--- config.mk ---
export PLATFORM = sky130hd
export DESIGN_NAME = ir_move_scheduler
export DESIGN_NICKNAME = d
export VERILOG_FILES = /design/src/rtl/ir_move_scheduler.sv
export SDC_FILE = /design/constraint.sdc
export NUM_CORES = 1
export LEC_CHECK = 0
export CORE_MARGIN = 10
export CORE_UTILIZATION = 50
export DETAILED_ROUTE_END_ITERATION = 8
export PLACE_DENSITY = 0.77
export SETUP_SLACK_MARGIN = 0.05
export SLEW_MARGIN = 20
export SYNTH_ARGS = -nofsm -noshare
export SYNTH_HDL_FRONTEND = slang
export SYNTH_SLANG_ARGS = --single-unit
--- constraint.sdc ---
create_clock -name Clock -period 2.45 [get_ports Clock]
set_clock_uncertainty 0.05 [all_clocks]
set_input_delay 0.49 -clock Clock [delete_from_list [all_inputs] [get_ports Clock]]
set_output_delay 0.49 -clock Clock [all_outputs]
set_load 0.05 [all_outputs]
--- src/rtl/ir_move_scheduler.sv ---
// rtl/ir_move_scheduler.sv - queues IR direction commands and applies one per video frame
//
// Purpose: sits between the RC-5 command decoder and the sprite renderer. Decoded
//   direction commands go into a small FIFO. At most one is applied per FrameTick,
//   and each applied command moves a clamped sprite position by STEP pixels.
// Ports:
//   Clock, Reset (async, active-high)
//   CmdValid, Up, Down, Left, Right : decoder strobe plus direction levels
//   FrameTick : start-of-vertical-blanking strobe
//   PosX, PosY : sprite position
//   Moving : high the cycle PosX/PosY change
//   Overflow : command dropped because the FIFO is full
//   Pending : FIFO occupancy
// Optional feature: define IR_MOVE_REPEAT_EN to auto-repeat the last applied direction
//   for REPEAT_N frames once the FIFO runs dry.
module ir_move_scheduler #(
    parameter int DEPTH    = 4,
    parameter int STEP     = 8,
    parameter int MAX_X    = 632,
    parameter int MAX_Y    = 472,
    parameter int INIT_X   = 320,
    parameter int INIT_Y   = 240,
    parameter int REPEAT_N = 15
) (
    input  logic       Clock,
    input  logic       Reset,
    input  logic       CmdValid,
    input  logic       Up,
    input  logic       Down,
    input  logic       Left,
    input  logic       Right,
    input  logic       FrameTick,
    output logic [9:0] PosX,
    output logic [9:0] PosY,
    output logic       Moving,
    output logic       Overflow,
    output logic [2:0] Pending
);

    localparam int AW = $clog2(DEPTH);
    localparam int CW = AW + 1;

    localparam logic [0:0] S_IDLE  = 1'b0;
    localparam logic [0:0] S_APPLY = 1'b1;

    localparam logic [1:0] D_UP    = 2'd0;
    localparam logic [1:0] D_DOWN  = 2'd1;
    localparam logic [1:0] D_LEFT  = 2'd2;
    localparam logic [1:0] D_RIGHT = 2'd3;

    localparam logic [9:0] STEP_W  = 10'(STEP);
    localparam logic [9:0] MAX_X_W = 10'(MAX_X);
    localparam logic [9:0] MAX_Y_W = 10'(MAX_Y);

    logic [1:0]    fifo_mem [DEPTH];
    logic [AW-1:0] wr_ptr;
    logic [AW-1:0] rd_ptr;
    logic [CW-1:0] count;
    logic [0:0]    state;

    logic [3:0]    dir_bits;
    logic [1:0]    dir_enc;
    logic [1:0]    head;
    logic          push_req;
    logic          full;
    logic          pop;
    logic          push_acc;
    logic          apply_go;
    logic [1:0]    apply_dir;

    function automatic logic [9:0] dec_sat(input logic [9:0] p);
        return (p < STEP_W) ? 10'd0 : p - STEP_W;
    endfunction

    // Sum is formed one bit wider so the clamp is decided before any wrap could occur.
    function automatic logic [9:0] inc_sat(input logic [9:0] p, input logic [9:0] lim);
        logic [10:0] s;
        s = {1'b0, p} + {1'b0, STEP_W};
        return (s > {1'b0, lim}) ? lim : s[9:0];
    endfunction

    assign dir_bits = {Right, Left, Down, Up};
    assign push_req = CmdValid & $onehot(dir_bits);
    assign full     = (count == CW'(DEPTH));
    assign pop      = FrameTick & (state == S_IDLE) & (count != '0);
    // A full FIFO still accepts a push when the head leaves in the same cycle.
    assign push_acc = push_req & (~full | pop);
    assign Overflow = push_req & full & ~pop;
    assign head     = fifo_mem[rd_ptr];
    assign Pending  = 3'(count);

    always_comb begin
        dir_enc = D_UP;
        if (Down)       dir_enc = D_DOWN;
        else if (Left)  dir_enc = D_LEFT;
        else if (Right) dir_enc = D_RIGHT;
    end

`ifdef IR_MOVE_REPEAT_EN
    logic [3:0] rep_cnt;
    logic [1:0] last_dir;
    logic       rep_go;

    assign rep_go = FrameTick & (state == S_IDLE) & (count == '0) & (rep_cnt != 4'd0);

    always_comb begin
        apply_go  = pop | rep_go;
        apply_dir = pop ? head : last_dir;
    end

    always_ff @(posedge Clock or posedge Reset) begin
        if (Reset) begin
            rep_cnt  <= 4'd0;
            last_dir <= D_UP;
        end else begin
            // A fresh command from the remote cancels any auto-repeat in progress.
            if (push_req)    rep_cnt <= 4'd0;
            else if (pop)    rep_cnt <= 4'(REPEAT_N);
            else if (rep_go) rep_cnt <= rep_cnt - 4'd1;
            if (pop) last_dir <= head;
        end
    end
`else
    always_comb begin
        apply_go  = pop;
        apply_dir = head;
    end
`endif

    always_ff @(posedge Clock) begin
        if (push_acc) fifo_mem[wr_ptr] <= dir_enc;
    end

    // Position is written on the pop edge so it is already valid in the APPLY cycle,
    // which is the cycle Moving is high.
    always_ff @(posedge Clock or posedge Reset) begin
        if (Reset) begin
            wr_ptr <= '0;
            rd_ptr <= '0;
            count  <= '0;
            state  <= S_IDLE;
            PosX   <= 10'(INIT_X);
            PosY   <= 10'(INIT_Y);
            Moving <= 1'b0;
        end else begin
            Moving <= apply_go;
            state  <= apply_go ? S_APPLY : S_IDLE;
            if (push_acc) wr_ptr <= wr_ptr + 1'b1;
            if (pop)      rd_ptr <= rd_ptr + 1'b1;
            count <= count + CW'(push_acc) - CW'(pop);
            if (apply_go) begin
                case (apply_dir)
                    D_UP:    PosY <= dec_sat(PosY);
                    D_DOWN:  PosY <= inc_sat(PosY, MAX_Y_W);
                    D_LEFT:  PosX <= dec_sat(PosX);
                    default: PosX <= inc_sat(PosX, MAX_X_W);
                endcase
            end
        end
    end

endmodule

# Word-level counts from Yosys, hierarchy flattened
# Memories as Yosys holds them, arrays and structs flattened.
# Cells that the tools add are included.
[classes] add_sub_neg=11 magnitude_cmp=4 eq_ne=4 mux=12 n_bitwise=11 reduce_logical=6
[ops] op="2-to-1 mux 10 bit" n=4
[ops] op="case mux 10 bit (2 select lines)" n=2
[ops] op="adder 10 x 4 -> 11 bit, second input constant" n=2
[ops] op="< comparator 10 x 4 -> 1 bit, second input constant" n=2
[ops] op="subtractor 10 x 4 -> 10 bit, second input constant" n=2
[ops] op="> comparator 11 x 10 -> 1 bit, second input constant" n=1
[ops] op="> comparator 11 x 9 -> 1 bit, second input constant" n=1
[ops] op="bitwise AND 1 bit" n=6
[ops] op="2-to-1 mux 2 bit" n=3
[ops] op="adder 1 x 1 -> 2 bit" n=2
[ops] op="adder 2 x 1 -> 2 bit, second input constant" n=2
[ops] op="NOT 1 bit" n=4
[ops] op="AND reduction 2 bit" n=2
[ops] op="adder 2 x 2 -> 3 bit" n=1
[ops] op="adder 3 x 1 -> 3 bit" n=1
[ops] op="== test 3 x 1 -> 1 bit, second input constant" n=1
[ops] op="== test 3 bit, second input constant" n=1
[ops] op="2-to-1 mux 1 bit" n=3
[ops] op="nonzero test 3 bit" n=1
[ops] op="subtractor 3 x 1 -> 3 bit" n=1
[ops] op="== test 2 x 1 -> 1 bit, second input constant" n=1
[ops] op="== test 2 bit, second input constant" n=1
[ops] op="zero test 2 bit" n=1
[ops] op="nonzero test 2 bit" n=1
[ops] op="2 further kinds" n=2
[totals] ff_bits=29 mem_bits_rw=8 input_bits=8 output_inout_bits=25 elab_cells=56 memories=1
[memory_table] name="fifo_mem" words=4 width=2 read_ports=1 rd_clocked_by_memory_dff=0 wr=1 line="55" text="logic [1:0] fifo_mem [DEPTH];"

# Logic depth before layout (Yosys ltp)
# Gate-level depths: netlist of the first run.
[depth] ltp_word=7 mapped_depth=16

# Worst setup path after synthesis of the first run
# OpenSTA, ideal clock, no wires.
[synth_path] path_type="input -> register" from="input Up" to="register count[2], in the netlist Pending[2]" setup_time_ns=0.124 t_arrival_ns=3.185 slack_ns=-0.909 path_stages=16 path_cell_list="inv_1 -> fa_1 -> inv_1 -> ha_1 -> ha_1 -> nor2_1 -> nand3_1 -> nor2b_1 -> clkbuf_1 -> inv_1 -> ha_1 -> inv_1 -> ha_1 -> fa_1 -> xnor2_1 -> xnor2_1"
[synth_via] elab_chain_len=7
[synth_rtl] element="from (decl)" line="28" text="input logic Up,"
[synth_rtl] element="adder 1 x 1 -> 2 bit (implied by the code)" line="83" text="assign push_req = CmdValid & $onehot(dir_bits);"
[synth_rtl] element="adder 2 x 2 -> 3 bit (implied by the code)" line="83"
[synth_rtl] element="== test 3 x 1 -> 1 bit" line="83"
[synth_rtl] element="bitwise AND 1 bit" line="83"
[synth_rtl] element="bitwise AND 1 bit" line="87" text="assign push_acc = push_req & (~full | pop);"
[synth_rtl] element="adder 3 x 1 -> 3 bit" line="150" text="count <= count + CW'(push_acc) - CW'(pop);"
[synth_rtl] element="subtractor 3 x 1 -> 3 bit" line="150"
[synth_rtl] element="to (signal assigned)" line="150"
[synth_rtl] element="to (decl)" line="58" text="logic [CW-1:0] count;"
# No other way between the ends.
# A chain may end at the register's enable or synchronous reset.

# Worst setup path in the final report of the first run
[layout_path] from="input Down" to="register count[2], in the netlist Pending[2]"
[layout_via] elab_chain_len=7
[layout_rtl] element="from (decl)" line="29" text="input logic Down,"
[layout_rtl] element="adder 1 x 1 -> 2 bit (implied by the code)" line="83"
[layout_rtl] element="adder 2 x 2 -> 3 bit (implied by the code)" line="83"
[layout_rtl] element="== test 3 x 1 -> 1 bit" line="83"
[layout_rtl] element="bitwise AND 1 bit" line="83"
[layout_rtl] element="bitwise AND 1 bit" line="87"
[layout_rtl] element="adder 3 x 1 -> 3 bit" line="150"
[layout_rtl] element="subtractor 3 x 1 -> 3 bit" line="150"
# No other way between the ends.

==> metrics.yaml, run 1 <==
r2r_slack_ns: 0.17
grt_max_degree: 23
n_antenna_cell: 0
ys_types: 61
ctsHtreeMaxLevel: 2
startpoint: "Down"
max-vdd-ir-drop_mv: 0.861
drive_above_1_share_pct: 19.9
max_freq_mhz: 345
portBuffers: 26
reg2reg_to: "PosY[5]"
fillers: 374
dp_hpwl_um: 3930
initial_utilization_pct: 52.9
syn_area_mm2: 0.00237
maxCapViolCount: 0
clockBufferDepth: 2
wl_per_cell_um: 15.2
critPathMaxStageDelay_ns: 0.52
path_clk_slew_ns: 0.06
hold_viol: 0
slowest_stage: "fa_1"
rows: 24
rsz0062_at_grt: "yes"
ctsHoldBuffers: 0
synth-seq-area-share_pct: 33.7
nets: 319
endpoint: "Pending[2]"
crit_type: "in2reg"
clock_latency_ns: 0.28
reg2reg_from: "PosY[3]"
layoutNonFillerInstCount: 348
r2r_cells: 8
grt-ovfl-total: 0
status: "finished, violations left"
slew_headroom_pct: 66.2
cpMostUsedCell: "ha_4"
numPlacedInstances: 338
antenna_found_initial: 0
vias: 2050
min_period_ns: 2.90
clock-root-buffer: "clkbuf_8"
grt_pass1_vias: 1957
syn_area_per_cell_um2: 8.90
finalMaxSlewViolations: 0
async_reset_ff_share_pct: 73.3
min_path_type: "reg2reg"
cp_cell_sequence: "buf_8, inv_4, fa_1, inv_1, ha_2, ha_4, nor2_4, nand3_2, nor2b_2, inv_2, ha_4, inv_2, ha_4, fa_2, xnor2_2, xnor2_1"
yosysWarnings: 0
first_pass_iters: 4
synth.ff_latch_count: 30
setup_tns_ns: -1.10
end_kind: "flip-flop"
final_util_pct: 64.5
gp_congestion: 0.915
drc: 0
die_h_um: 88.8
synth_edf_count: 8
path_depth: 16
cts_inserted_buffers: 5
crit_fanout: 2
routed_wl_um: 5270
die_width_um: 88.8
leakagePower_nw: 1.19
ios: 33
worst_slew_pin_slew_ns: 0.506
syn_inst: 266
viasPerCell: 5.89
cp_num_buf_inv: 5
tritoncts: "built"
grt_usage_pct: 14.2
area_growth_pct: 21.9
crit_arrival_ns: 3.02
violations: "negative setup slack"
fin_ws_ns: -0.450
dr.first_iter.drc_count: 191
dieArea_mm2: 0.00789
synth_flop_cell: "dfrtp_1"
cellPowerDensity_mw_per_mm2: 1360
fin_crit_sh_pct: 118
grt_pass1_wl_um: 9040
cp-start-kind: "primary input"
cts.sinks: 30
core_area_mm2: 0.00447
antenna_left: 0
crit_family: "adder cells"
required_ns: 2.57
finalSetupViolCount: 3
-- routing by layer --
metal	vias to the layer above	share of wire (%)	track usage, %	wire [um]
li1	1002	-	-	-
met4	0	1.5	5.58	80
met3	7	7.2	4.60	379
met5	-	0	0	0
met2	73	49	22.0	2580
met1	968	42	17.8	2240
-- where the power goes --
| part | switching [mW] | internal [mW] | total [mW] |
|---|---|---|---|
| registers | 0.331 | 0.722 | 1.05 |
| clock network | 0.176 | 0.263 | 0.439 |
| logic | 1.48 | 0.964 | 2.44 |
-- how the worst min path moves through the flow --
| stage | slack, ns | to | depth (start not counted) | startpoint |
|---|---|---|---|---|
| after floorplan | 0.42 | Moving | 1 | Reset |
| after global placement | 0.46 | rd_ptr[1] | 1 | rd_ptr[1] |
| after detailed placement | 0.47 | rd_ptr[1] | 1 | rd_ptr[1] |
| after CTS | 0.49 | rd_ptr[1] | 1 | rd_ptr[1] |
| after global routing | 0.49 | rd_ptr[1] | 1 | rd_ptr[1] |
| final | 0.48 | rd_ptr[1] | 1 | rd_ptr[1] |
-- registers in the layout, indices dropped and copies added (netlist names) --
name / cells
fifo_mem: 8
Pending: 3
PosY: 7
rd_ptr: 2
wr_ptr: 2
Moving: 1
PosX: 7
-- stage by stage --
step	instance area, um2	hold WS (ns)	total power [mW]	setup slack [ns]
after global routing	2890	0.489	4.25	-0.549
after detailed placement	2710	0.474	3.44	-1.37
final	2890	0.478	3.94	-0.450
after CTS	2840	0.486	3.91	-0.493
after floorplan	2420	0.425	2.84	-0.770
after global placement	2710	0.463	3.40	-1.31
-- area by class of cell --
cell class / count / area [um2] / share of cell area, %
Inverter: 20 / 85.1 / 2.95
Tap cell: 52 / 65.1 / 2.25
Sequential cell: 30 / 800 / 27.7
Clock buffer: 8 / 101 / 3.51
Timing Repair Buffer: 38 / 365 / 12.7
Multi-Input combinational cell: 200 / 1470 / 50.9
-- cell usage in the layout, fill, tap and decap left out, types with 3 or more instances in the layout --
cell             Yosys  final
nor2_1              22     20
clkbuf_8             0      5
o31ai_1              4      4
nor4_1               4      4
ha_1                14     10
nand2_1             15     15
and2_4               0      4
nor2b_1              7      6
edfxtp_1             8      8
and3_1               7      7
inv_1               20     15
dfrtp_1             16     15
ha_4                 0      3
a21oi_1             15     15
nand3_1              8      7
o41ai_1              3      3
o32ai_1              3      3
buf_4                7     13
xor2_1               4      4
o21ai_0             17     17
inv_2                0      3
nand2b_1             6      6
clkdlybuf4s50_1      0     20
nor3_1              10     10
dfstp_2              6      6
a31oi_1              3      3
xnor2_1              6      5
conb_1               1      6
-- timing repair --
item / 4_1_cts / 5_1_grt
pin swaps: 8 / 8
endpoints found under the setup margin: 14 / 13
resized for setup: 21 / 12
setup buffers: 2 / 1
-- synth_stat cells (3+ instances only) --
cell type   n  area (um2)
o41ai_1     3        26.3
o32ai_1     3        26.3
o21ai_0    17        85.1
nor2_1     22        82.6
nand3_1     8        40.0
and2_1      5        31.3
edfxtp_1    8         240
clkbuf_1    6        22.5
dfrtp_1    16         400
dfstp_2     6         158
nor2b_1     7        43.8
ha_1       14         175
a31oi_1     3        18.8
buf_4       7        52.6
nor4_1      4        25.0
a21oi_1    15        75.1
nand2_1    15        56.3
and3_1      7        43.8
xnor2_1     6        52.6
o31ai_1     4        30.0
nand2b_1    6        37.5
buf_2       6        30.0
nor3_1     10        50.1
inv_1      20        75.1
xor2_1      4        35.0
-- cells by family (layout without fill, tap and decap cells) --
family | after synthesis | count (layout) | share of synthesized area, %
AOI/OAI and AO/OA | 67 | 67 | 20.2
muxes | 4 | 4 | 2.91
DFF | 30 | 30 | 33.7
and+or+nand+nor | 97 | 97 | 21.9
other | 1 | 6 | 0.158
xor gates and xnor gates | 10 | 10 | 3.70
adders and majority gates | 16 | 16 | 9.09
buffers and inverters | 41 | 66 | 8.29
(Power assumes the default switching activity.)
==> run 2: changes to the inputs <==
GPL_ROUTABILITY_DRIVEN = 0   (was default)
GPL_TIMING_DRIVEN = 0   (was default)
PLACE_DENSITY = 0.74   (was 0.77)
clock period = 3.61 ns   (was 2.45 ns; I/O delays follow)
==> run 2 against run 1 <==
Register-to-register slack improved by 1.1 ns. Combinational power shrank 28%. Final cell count grew 2.9%. Global-route usage grew 0.41 points. Non-clock buffer count rose by 10. Wire length is 2.1% higher. The flow now finishes without violations. Total power shrank 33%.
==> metrics.yaml, run 2 (synthesized netlist as in run 1, its figures left out) <==
layout_commonest_cell: "clkdlybuf4s50_1"
ctsHoldBuffers: 0  # unchanged
slew_headroom_pct: 42.6  # -24 points
place_area_mm2: 0.00271  # +0.23%
grt-ovfl-total: 0  # unchanged
hold_viol: 0  # unchanged
cts_inserted_buffers: 5  # unchanged
multi_input_area_mm2: 0.00144  # -2.4%
maxCapViolCount: 0  # unchanged
drive_above_1_share_pct: 16.0  # -3.9 points
dieArea_mm2: 0.00789  # unchanged
routed_wl_um: 5390  # +2.1%
die_width_um: 88.8  # unchanged
required_ns: 3.73  # +1.16 ns
cellPowerDensity_mw_per_mm2: 926  # -32%
antenna_found_initial: 0  # unchanged
finalSetupViolCount: 0  # -3
largest_reg_flops: 8  # unchanged
min_period_ns: 3.41
nets: 329  # +3.1%
power.total_mw: 2.63  # -33%
portBuffers: 26  # unchanged
rsz0062_at_grt: "no"
status: "complete, no violations"
clockBufferDepth: 2  # unchanged
layoutNonFillerInstCount: 358  # +2.9%
grt_pass1_vias: 1937  # -1.0%
max_freq_mhz: 294
grt_pass1_wl_um: 9140  # +1.1%
tritoncts: "built"
largestRegisters: "fifo_mem: 8 flops, PosX: 7 flops, PosY: 7 flops"
cp_cell_sequence: "dlygate4sd2_1, inv_2, fa_1, inv_1, ha_2, ha_4, nor2_4, nand3_2, nor2b_2, clkbuf_4, inv_1, ha_1, inv_1, ha_2, fa_2, xnor2_2, xnor2_1"
post-route-cell-area_mm2: 0.00285  # -1.4%
top_register: "fifo_mem"
drc: 0  # unchanged
fillers: 381  # +1.9%
crit_type: "in2reg"
initial_utilization_pct: 52.9  # unchanged
grt_usage_pct: 14.6  # +0.41 points
viasPerCell: 5.82  # -1.3%
layout_common_cells: "clkdlybuf4s50_1, nor2_1, inv_1, o21ai_0, dfrtp_1"
worst_slew_pin_slew_ns: 0.860  # +0.354 ns
wl_per_cell_um: 15.0  # -0.75%
clock_latency_ns: 0.29  # about the same
area_growth_pct: 20.1
grt_max_degree: 23  # unchanged
critPathMaxStageDelay_ns: 0.53  # about the same
seqCellArea_um2: 798  # -0.16%
crit_arrival_ns: 3.53  # +0.51 ns
die_h_um: 88.8  # unchanged
leakagePower_nw: 1.18  # -0.52%
dp_hpwl_um: 3970  # +0.99%
clock-root-buffer: "clkbuf_8"
cp-start-kind: "primary input"
crit_fanout: 2  # unchanged
numPlacedInstances: 349  # +3.3%
cts.sinks: 30  # unchanged
vias: 2082  # +1.6%
ctsHtreeMaxLevel: 2  # unchanged
first_pass_iters: 4  # unchanged
min_path_type: "reg2reg"
fin_crit_sh_pct: 94.4
finalMaxSlewViolations: 0  # unchanged
n_antenna_cell: 0  # unchanged
cpMostUsedCell: "inv_1"
core_area_mm2: 0.00447  # unchanged
slowest_stage: "fa_1"
antenna_left: 0  # unchanged
max-vdd-ir-drop_mv: 0.467  # -46%
end_kind: "flip-flop"
dr.first_iter.drc_count: 269  # +41%
ios: 33  # unchanged
rows: 24  # unchanged
path_clk_slew_ns: 0.07  # about the same
run 2: final timing paths:
check	from	to	slack (ns)	cells past startpoint
worst max-delay path	Down	Pending[2]	0.20	17
worst min-delay path	rd_ptr[1]	rd_ptr[1]	0.47	1
worst max register to register	PosX[4]	PosX[3]	1.24	9
worst min register to register	rd_ptr[1]	rd_ptr[1]	0.47	1
max in group asynchronous	Reset	rd_ptr[0]	2.12	2
min in group asynchronous	Reset	PosY[9]	0.86	2
run 2: metrics by stage:
stage                     setup TNS (ns)  worst slack [ns]  hold WS (ns)  utilization, %
after floorplan                        0            0.0882         0.426               -
after global placement             -1.36            -0.538         0.463            60.7
final                                  0             0.203         0.475            63.6
after CTS                              0             0.177         0.482            63.5
after global routing                   0            0.0719         0.507            63.6
after detailed placement           -1.59            -0.610         0.474            60.7
run 2: worst max-delay path, delay by kind of cell:
family	cells	cell delay [ns]
adders and majority gates	6	1.72
buffers and inverters	6	0.52
and+or+nand+nor	3	0.28
xor gates and xnor gates	2	0.28
run 2: layout make-up:
class	count	share of cell area [%]
multi-input combinational	200	50.4
sequential	30	28.1
timing repair buffer	27	9.32
buffer	21	4.40
inverter	20	2.64
clock buffer	6	2.55
tap	52	2.29
clock inverter	2	0.308
run 2: per-layer routing:
layer	track usage, %	share of wire [%]	routed length (um)	up-vias
li1	-	-	-	1020
met1	18.7	44	2350	975
met2	22.7	47	2530	79
met3	4.50	8.2	440	8
met4	4.99	1.2	67	0
met5	0	0	0	-
run 2: timing repair:
item | in CTS | in global routing
resized for setup | 16 | 1
cloned | 0 | 0
setup endpoints to repair | 3 | 1
pin swaps | 8 | 1
setup buffers | 1 | 0
run 2: power by group:
part	leakage, nW	switching (mW)	internal [mW]
clock	0.0426	0.133	0.132
sequential	0.331	0.131	0.486
combinational	0.806	1.10	0.650
==> run 3: changes to the inputs <==
ABC_CLOCK_PERIOD_IN_PS = 3610   (was default)
CTS_CLUSTER_DIAMETER = 100   (was default)
==> results of run 3 <==
No change in the layout: final DEF, timing and power equal those of run 2.
